===== src/rtl/timer_pkg.sv =====
// Shared definitions for the timer bank: channel state encoding, default sizes
// and the load-address width helper.
package timer_pkg;

  localparam int DEFAULT_N_CH  = 4;
  localparam int DEFAULT_WIDTH = 12;

  typedef enum logic [1:0] {
    IDLE    = 2'd0,
    RUN     = 2'd1,
    HOLD    = 2'd2,
    EXPIRED = 2'd3
  } state_t;

  // Channel-select width; a single-channel bank still gets a 1-bit address.
  function automatic int ch_sel_width(input int n_ch);
    return (n_ch > 1) ? $clog2(n_ch) : 1;
  endfunction

endpackage


===== src/rtl/timer_bank_if.sv =====
// Control/status bundle of the timer bank; master drives the requests and
// the terminal-value write port, slave (the bank) drives counts and flags.
interface timer_bank_if
  import timer_pkg::*;
#(
  parameter int N_CH  = DEFAULT_N_CH,
  parameter int WIDTH = DEFAULT_WIDTH
);

  localparam int LCH_W = ch_sel_width(N_CH);

  logic [N_CH-1:0]       i_Start;
  logic [N_CH-1:0]       i_Stop;
  logic [N_CH-1:0]       i_Clear;
  logic [N_CH-1:0]       i_Periodic;
  logic                  i_Load;
  logic [LCH_W-1:0]      i_LoadCh;
  logic [WIDTH-1:0]      i_LoadVal;
  logic [N_CH*WIDTH-1:0] o_Count;
  logic [N_CH-1:0]       o_Busy;
  logic [N_CH-1:0]       o_Done;
  logic [N_CH-1:0]       o_Expired;
  logic                  o_AnyDone;

  modport master (
    output i_Start, i_Stop, i_Clear, i_Periodic, i_Load, i_LoadCh, i_LoadVal,
    input  o_Count, o_Busy, o_Done, o_Expired, o_AnyDone
  );

  modport slave (
    input  i_Start, i_Stop, i_Clear, i_Periodic, i_Load, i_LoadCh, i_LoadVal,
    output o_Count, o_Busy, o_Done, o_Expired, o_AnyDone
  );

endinterface


===== src/rtl/timer_channel.sv =====
// One timer channel: IDLE/RUN/HOLD/EXPIRED state machine, up-counter,
// programmable terminal and registered done pulse.
module timer_channel
  import timer_pkg::*;
#(
  parameter int WIDTH = DEFAULT_WIDTH
) (
  input  logic             clk,
  input  logic             rst_n,
  input  logic             start,
  input  logic             stop,
  input  logic             clear,
  input  logic             periodic,
  input  logic             load,
  input  logic [WIDTH-1:0] load_val,
  output logic [WIDTH-1:0] count,
  output logic             busy,
  output logic             done,
  output logic             expired
);

  state_t           state_reg, state_next;
  logic [WIDTH-1:0] count_reg, count_next;
  logic [WIDTH-1:0] term_reg;
  logic             done_reg, done_next;

  always_ff @(posedge clk or negedge rst_n) begin
    if (!rst_n) begin
      state_reg <= IDLE;
      count_reg <= '0;
      term_reg  <= '1;
      done_reg  <= 1'b0;
    end else begin
      state_reg <= state_next;
      count_reg <= count_next;
      done_reg  <= done_next;
      if (load) begin
        term_reg <= load_val;
      end
    end
  end

  // Priority: clear, then stop, then start, then the count step.
  always_comb begin
    state_next = state_reg;
    count_next = count_reg;
    done_next  = 1'b0;
    if (clear) begin
      state_next = IDLE;
      count_next = '0;
    end else if (stop) begin
      if (state_reg == RUN) begin
        state_next = HOLD;
      end
    end else begin
      unique case (state_reg)
        IDLE: begin
          if (start) state_next = RUN;
        end
        HOLD: begin
          if (start) state_next = RUN;
        end
        EXPIRED: begin
          if (start) begin
            state_next = RUN;
            count_next = '0;
          end
        end
        RUN: begin
          // >= so a terminal lowered below the current count still fires.
          if (count_reg >= term_reg) begin
            done_next = 1'b1;
            if (periodic) begin
              count_next = '0;
            end else begin
              state_next = EXPIRED;
            end
          end else begin
            count_next = count_reg + 1'b1;
          end
        end
        default: state_next = IDLE;
      endcase
    end
  end

  assign count   = count_reg;
  assign busy    = (state_reg == RUN);
  assign expired = (state_reg == EXPIRED);
  assign done    = done_reg;

endmodule


===== src/rtl/timer_bank.sv =====
// Bank of N_CH independent timer channels sharing one terminal-value write
// port; the write address is decoded here into per-channel load strobes.
module timer_bank
  import timer_pkg::*;
#(
  parameter int N_CH  = DEFAULT_N_CH,
  parameter int WIDTH = DEFAULT_WIDTH
) (
  input  logic         clk_2K,
  input  logic         i_Reset,
  timer_bank_if.slave  bus
);

  logic [N_CH-1:0]       load_en;
  logic [N_CH*WIDTH-1:0] count_all;
  logic [N_CH-1:0]       busy_all;
  logic [N_CH-1:0]       done_all;
  logic [N_CH-1:0]       expired_all;

  genvar gi;
  generate
    for (gi = 0; gi < N_CH; gi++) begin : g_ch
      // Addresses at or beyond N_CH match no channel and are dropped.
      assign load_en[gi] = bus.i_Load && (int'(bus.i_LoadCh) == gi);

      timer_channel #(
        .WIDTH (WIDTH)
      ) u_channel (
        .clk      (clk_2K),
        .rst_n    (i_Reset),
        .start    (bus.i_Start[gi]),
        .stop     (bus.i_Stop[gi]),
        .clear    (bus.i_Clear[gi]),
        .periodic (bus.i_Periodic[gi]),
        .load     (load_en[gi]),
        .load_val (bus.i_LoadVal),
        .count    (count_all[gi*WIDTH +: WIDTH]),
        .busy     (busy_all[gi]),
        .done     (done_all[gi]),
        .expired  (expired_all[gi])
      );
    end
  endgenerate

  assign bus.o_Count   = count_all;
  assign bus.o_Busy    = busy_all;
  assign bus.o_Done    = done_all;
  assign bus.o_Expired = expired_all;
  assign bus.o_AnyDone = |done_all;

endmodule


===== src/flat_wrapper.sv =====
// flat-port wrapper written by rule: the top's interface ports become plain ports
module timer_bank_flat import timer_pkg::*;
#(
  parameter int N_CH  = DEFAULT_N_CH,
  parameter int WIDTH = DEFAULT_WIDTH
)
  (clk_2K, i_Reset, bus_i_Start, bus_i_Stop, bus_i_Clear, bus_i_Periodic, bus_i_Load, bus_i_LoadCh, bus_i_LoadVal, bus_o_Count, bus_o_Busy, bus_o_Done, bus_o_Expired, bus_o_AnyDone);
  timer_bank_if #(.N_CH(N_CH), .WIDTH(WIDTH)) bus_i ();
  input  logic clk_2K;
  input  logic i_Reset;
  input wire logic [$bits(bus_i.i_Start)-1:0] bus_i_Start;
  input wire logic [$bits(bus_i.i_Stop)-1:0] bus_i_Stop;
  input wire logic [$bits(bus_i.i_Clear)-1:0] bus_i_Clear;
  input wire logic [$bits(bus_i.i_Periodic)-1:0] bus_i_Periodic;
  input wire logic [$bits(bus_i.i_Load)-1:0] bus_i_Load;
  input wire logic [$bits(bus_i.i_LoadCh)-1:0] bus_i_LoadCh;
  input wire logic [$bits(bus_i.i_LoadVal)-1:0] bus_i_LoadVal;
  output wire logic [$bits(bus_i.o_Count)-1:0] bus_o_Count;
  output wire logic [$bits(bus_i.o_Busy)-1:0] bus_o_Busy;
  output wire logic [$bits(bus_i.o_Done)-1:0] bus_o_Done;
  output wire logic [$bits(bus_i.o_Expired)-1:0] bus_o_Expired;
  output wire logic [$bits(bus_i.o_AnyDone)-1:0] bus_o_AnyDone;
  assign bus_i.i_Start = bus_i_Start;
  assign bus_i.i_Stop = bus_i_Stop;
  assign bus_i.i_Clear = bus_i_Clear;
  assign bus_i.i_Periodic = bus_i_Periodic;
  assign bus_i.i_Load = bus_i_Load;
  assign bus_i.i_LoadCh = bus_i_LoadCh;
  assign bus_i.i_LoadVal = bus_i_LoadVal;
  assign bus_o_Count = bus_i.o_Count;
  assign bus_o_Busy = bus_i.o_Busy;
  assign bus_o_Done = bus_i.o_Done;
  assign bus_o_Expired = bus_i.o_Expired;
  assign bus_o_AnyDone = bus_i.o_AnyDone;
  timer_bank #(.N_CH(N_CH), .WIDTH(WIDTH)) u_core (.clk_2K(clk_2K), .i_Reset(i_Reset), .bus(bus_i));
endmodule

===== config.mk =====
export PLATFORM = sky130hd
export DESIGN_NAME = timer_bank_flat
export DESIGN_NICKNAME = d
export VERILOG_FILES = /design/src/rtl/timer_pkg.sv /design/src/rtl/timer_bank_if.sv /design/src/rtl/timer_channel.sv /design/src/rtl/timer_bank.sv /design/src/flat_wrapper.sv
export SDC_FILE = /design/constraint.sdc
export NUM_CORES = 1
export LEC_CHECK = 0
export CAP_MARGIN = 5
export CORE_AREA = 2 2 178 110
export DETAILED_ROUTE_END_ITERATION = 8
export DIE_AREA = 0 0 180 112
export PLACE_DENSITY = 0.63
export SLEW_MARGIN = 30
export SYNTH_ARGS = -nofsm -noshare
export SYNTH_HDL_FRONTEND = slang
export SYNTH_HIERARCHICAL = 1
export SYNTH_SLANG_ARGS = --single-unit

===== constraint.sdc =====
create_clock -name clk_2K -period 2.76 [get_ports clk_2K]
set_input_delay 0.69 -clock clk_2K [delete_from_list [all_inputs] [get_ports clk_2K]]
set_output_delay 0.69 -clock clk_2K [all_outputs]
set_load 0.02 [all_outputs]

After elaboration in Yosys (flattened, before gate mapping):

Index checks and enable logic that the tools add are counted.

* register bits after elaboration: 108
* bits of input ports: 33
* output and inout bits: 61
* word-level logic and storage cells: 161

* $add $sub $neg: 4
* order comparisons: 4
* equal/unequal tests: 43
* multiplexer cells: 68
* reductions and logical operators: 26

Operators by type and width (number)
* $mux W12: 20
* $pmux W12 S2: 4
* $add A12 B1 Y12 const B: 4
* $ge A12 B12 Y1: 4
* $mux W2: 24
* $ne A4 B4 Y1 const B: 8
* $reduce_and A4 Y1: 8
* $eq A2 B2 Y1 const B: 10
* $mux W1: 16
* $ne A4 B1 Y1 const B: 4
* $ne A4 B3 Y1 const B: 4
* $pmux W2 S2: 4
* $ne A3 B1 Y1 const B: 4
* $ne A3 B3 Y1 const B: 4
* $reduce_bool A3 Y1: 4
* $reduce_or A3 Y1: 4
* $eq A2 B1 Y1 const B: 5
* $logic_not A2 Y1: 5
* $ne A2 B1 Y1 const B: 4
* $logic_and A1 B1 Y1: 4
* $reduce_or A4 Y1: 1

Logic depth before layout (Yosys ltp):

Gate-level depths: netlist of run 1.

* word-level depth: 5
* gate-level depth with buffers: 9
* depth with buffers taken out: 8

Modules after synthesis:

The synthesis of run 1 kept the hierarchy.

Modules (own cells, without submodules)
* timer_channel at u_core.g_ch[0].u_channel ...: times used 3, cells each 169, area an instance 1601.5 sq um, seq. area each 690.7 sq um
* timer_channel at u_core.g_ch[3].u_channel: times used 1, cells each 162, area an instance 1567.8 sq um, seq. area each 690.7 sq um
* timer_bank: times used 1, cells each 5, area an instance 38.8 sq um, seq. area each 0.0 sq um

Worst setup path after synthesis of run 1:

No wires, ideal clock.

* kind: reg2reg
* start point: reg u_core.g_ch[0].u_channel.count_reg[5]
* end point: reg u_core.g_ch[0].u_channel.count_reg[11]
* library setup time: 0.121 ns
* arrival time: 1.971 ns
* required time: 2.639 ns
* slack: 0.668 ns
* stages on the path, launching flop included: 9
* buffers on the path: 1
* period minus slack after synthesis: 2.092 ns
* path through: dfrtp_1 > ha_1 > a21oi_2 > o21ai_1 > a221oi_2 > o41a_2 > buf_6 > o21ai_2 > a22o_1

* cells in the longest elaborated chain, start to end: 5
* elaborated cells on any way between the ends: 8
* classes of those cells: 1 x add/sub; 1 x order compare; 1 x eq/ne; 4 x mux; 1 x reduce/logical

RTL lines
* start: declaration: RTL line timer_channel.sv:23 `logic [WIDTH-1:0] count_reg, count_next;`
* start signal: assignment: RTL line timer_channel.sv:35 `count_reg <= count_next;`
* $add A12 B1 Y12 / $ge A12 B12 Y1 (equally long branches): RTL line timer_channel.sv:79, timer_channel.sv:71
* $mux W12: RTL line timer_channel.sv:71 `if (count_reg >= term_reg) begin`
* $pmux W12 S2: RTL line timer_channel.sv:56 `unique case (state_reg)`
* $mux W12: RTL line timer_channel.sv:51 `end else if (stop) begin`
* $mux W12: RTL line timer_channel.sv:48 `if (clear) begin`

Several ways; a longest one is shown, not always the timed one. The select of a mux whose other input is x is not followed.
A chain may end at the register's enable or synchronous reset.

Worst setup path after layout of run 1:

* start point: reg u_core.g_ch[0].u_channel.term_reg[5]
* end point: reg u_core.g_ch[0].u_channel.count_reg[10]

* cells in the longest elaborated chain, start to end: 5
* elaborated cells on any way between the ends: 7
* classes of those cells: 1 x order compare; 1 x eq/ne; 4 x mux; 1 x reduce/logical

RTL lines
* start: declaration: RTL line timer_channel.sv:24 `logic [WIDTH-1:0] term_reg;`
* start signal: assignment: RTL line timer_channel.sv:38 `term_reg <= load_val;`
* $ge A12 B12 Y1 (*): RTL line timer_channel.sv:71
* $mux W12: RTL line timer_channel.sv:71
* $pmux W12 S2: RTL line timer_channel.sv:56
* $mux W12: RTL line timer_channel.sv:51
* $mux W12: RTL line timer_channel.sv:48

Mark *: on every way between the ends. The rest lies on a longest branch, timed or not. The select of a mux whose other input is x is not followed.

==> flow_metrics.tcl, run 1 <==
set metrics [dict create \
    outcome "completed" \
    final_cell_mix "clkdlybuf4s50_1 (92), nand2_1 (88), inv_1 (73), o21ai_0 (60), dfrtp_1 (60)" \
    slowest_delay_ns 0.52 \
    path_clk_slew_ns 0.08 \
    layout_commonest_cell "clkdlybuf4s50_1" \
    drive_above_1_share_pct 15.74 \
    yosys-top-cells-area "dfrtp_1 (23%), dfstp_2 (20%), ha_1 (10%)" \
    syn_area_per_cell_sq_um 9.512 \
    fmax_mhz 401.0 \
    firstDrtPassIters 4 \
    fin_crit_sh_pct 90.35 \
    hold_viol 0 \
    tightest_slew_ns 0.5560 \
    start_kind "flop" \
    clock-root-buffer "clkbuf_16" \
    io_buffers 93 \
    crit_family "compound AO/OA/AOI/OAI gates" \
    cts.sinks 108 \
    synth-async-reset-ratio_pct 100.0 \
    min_path_type "in2async" \
    cts_tree "built" \
    grt_antenna_before_repair 0 \
    cts_setup_buffers 0 \
    dieArea_sq_um 20160 \
    netSwitchingPower_mw 0.9725 \
    gp_congestion 0.8441 \
    place_area_sq_um 7606 \
    layout.nets 855 \
    setup_viol 0 \
    core_area_sq_um 18590 \
    vias 5196 \
    synth_top_area_share_pct 23.42 \
    htreeDepth 3 \
    synth_edf_count 0 \
    syn-num-nets 759 \
    cts_buffer_depth 2 \
    clk_latency_ns 0.35 \
    first_iter_violations 374 \
    fin_tns_setup_ns 0 \
    setup_ws_ns 0.2664 \
    p_comb_share_pct 15.0 \
    ant_nets 0 \
    grt_usage_pct 16.34 \
    crit_chain "inv_1 -> ha_1 -> a21oi_2 -> o21ai_1 -> a221oi_2 -> nand3_2 -> o21a_1 -> mux2i_1" \
    crit_buf_inv 1 \
    cp-end-kind "flop" \
    fillers 1821 \
    die_w_um 180 \
    worstSetupPathType "reg2reg" \
    area_delta_synth_final_pct 23.77 \
    p_per_area_nw_per_um2 484.8 \
    peakVddDrop_uv 299.3 \
    rsz0062_at_grt "false" \
    yosys.area.top_type "dfrtp_1" \
    synth.cell_area_sq_um 6411 \
    cts_buffers 9 \
    min_period_ns 2.494 \
    rows 39 \
    arrival_ns 2.75 \
    timing.slew.headroom_pct 62.93 \
    synth-seq-cells 108 \
    swShare_pct 25.28 \
    vias_per_cell 5.089 \
    reg2reg_setup_slack_ns 0.27 \
    skew_ns 0.01163 \
    fin_area_sq_um 7935 \
    wl_um 15970 \
    wl_per_cell_um 15.64 \
    slowest_stage "dfstp_2" \
    seqPwrFrac_pct 47.9 \
    hpwlAfterDp_um 12130 \
    power.leakage_nw 3.636 \
    yosysWarnings 6 \
    synth.distinct_cells 39 \
    drv_slew 0 \
    grt_max_degree 43 \
    seq_area_frac_synth_pct 43.09 \
    synth_top_flop_cell "dfrtp_1" \
    fp.dieH_um 112 \
    p_clk_share_pct 37.1 \
    pin_count 94 \
    antennaDiodeCount 0 \
    drc 0 \
    start_util_pct 34.48 \
    hold_buffers 0 \
    grt_pass1_vias 5063 \
    place_ws_ns 0.2694 \
    drv_cap 0 \
    cp_max_fo 11 \
    internal_power_mw 2.874 \
    grt_overflow 0 \
    grt_pass1_wl_um 26650 \
    syn_inst 674 \
    required_ns 3.01 \
    cts_resized 0 \
]
==> worst register-to-register path: stages (launching register included) <==
cell and delay [ns]:
dfstp_2 0.52, inv_1 0.04, ha_1 0.29, a21oi_2 0.12, o21ai_1 0.11, a221oi_2 0.50
nand3_2 0.38, o21a_1 0.28, mux2i_1 0.16
==> final timing paths <==
path | startpoint | depth (start not counted) | to
min reg2reg | u_core/g_ch[0].u_channel/term_reg[9]$_DFFE_PN1P_ | 2 | u_core/g_ch[0].u_channel/term_reg[9]$_DFFE_PN1P_
max | u_core/g_ch[0].u_channel/term_reg[5]$_DFFE_PN1P_ | 8 | u_core/g_ch[0].u_channel/count[10]$_DFFE_PN0P_
max in group asynchronous | i_Reset | 2 | u_core/g_ch[0].u_channel/term_reg[6]$_DFFE_PN1P_
min | i_Reset | 1 | u_core/g_ch[3].u_channel/count[6]$_DFFE_PN0P_
min in group clk_2K | u_core/g_ch[0].u_channel/term_reg[9]$_DFFE_PN1P_ | 2 | u_core/g_ch[0].u_channel/term_reg[9]$_DFFE_PN1P_
max reg2reg | u_core/g_ch[0].u_channel/term_reg[5]$_DFFE_PN1P_ | 8 | u_core/g_ch[0].u_channel/count[10]$_DFFE_PN0P_
==> cell usage after synthesis (all sizes together), types with 14 or more instances <==
master  instances
a22o           36
nor2           38
nand3          14
nand2          88
and3           20
inv            73
dfstp          48
ha             52
nor2b          21
o21ai          97
dfrtp          60
a21oi          16
==> through the flow <==
stage	power, mW	hold WS [ns]	std cells	util [%]
final	3.847	0.3343	1021	42.68
after CTS	3.919	0.3517	1021	42.68
after global placement	2.432	0.4933	1005	40.91
after detailed placement	2.452	0.4939	1005	40.91
after global routing	4.072	0.3671	1021	42.68
after floorplan	2.228	0.3944	674	-
==> final cells by class <==
| type | instances | area, sq um | share of cell area (%) |
|---|---|---|---|
| Tap cell | 246 | 307.8 | 3.879 |
| Clock buffer | 13 | 260.3 | 3.280 |
| Inverter | 73 | 274.0 | 3.453 |
| Timing Repair Buffer | 104 | 1036 | 13.06 |
| Clock inverter | 3 | 68.82 | 0.8672 |
| Sequential cell | 108 | 2763 | 34.82 |
| Multi-Input combinational cell | 474 | 3226 | 40.65 |
==> cell families after synthesis <==
group | after synthesis | synth area share (%)
AO/OA/AOI/OAI | 180 | 19.61
adder cells (fa/ha/maj) | 52 | 10.15
buffers and inverters | 92 | 6.674
flip-flops | 108 | 43.09
multiplexers | 12 | 2.030
AND/OR/NAND/NOR | 230 | 18.44
==> per-layer routing <==
metal | GRT usage (%) | vias up | wire [um]
li1 | - | 2567 | -
met1 | 25.21 | 2522 | 8690
met2 | 23.86 | 101 | 6630
met3 | 3.271 | 6 | 596
met4 | 2.439 | 0 | 48
met5 | 0 | - | 0
==> power by group through the flow <==
stage	clock, mW	combinational (mW)	sequential [mW]
finish	1.43	0.578	1.84
global route	1.54	0.669	1.86
CTS	1.49	0.586	1.84
detailed placement	0	0.581	1.87
global placement	0	0.566	1.87
floorplan	0	0.369	1.86
Power figures use the tool's default switching activity.
==> inputs of run 2 (changes only) <==
- HOLD_SLACK_MARGIN: unset -> 0.02
- TNS_END_PERCENT: unset -> 100
==> results of run 2 <==
Same layout as run 1: the final DEF is identical, and so are final timing and power.
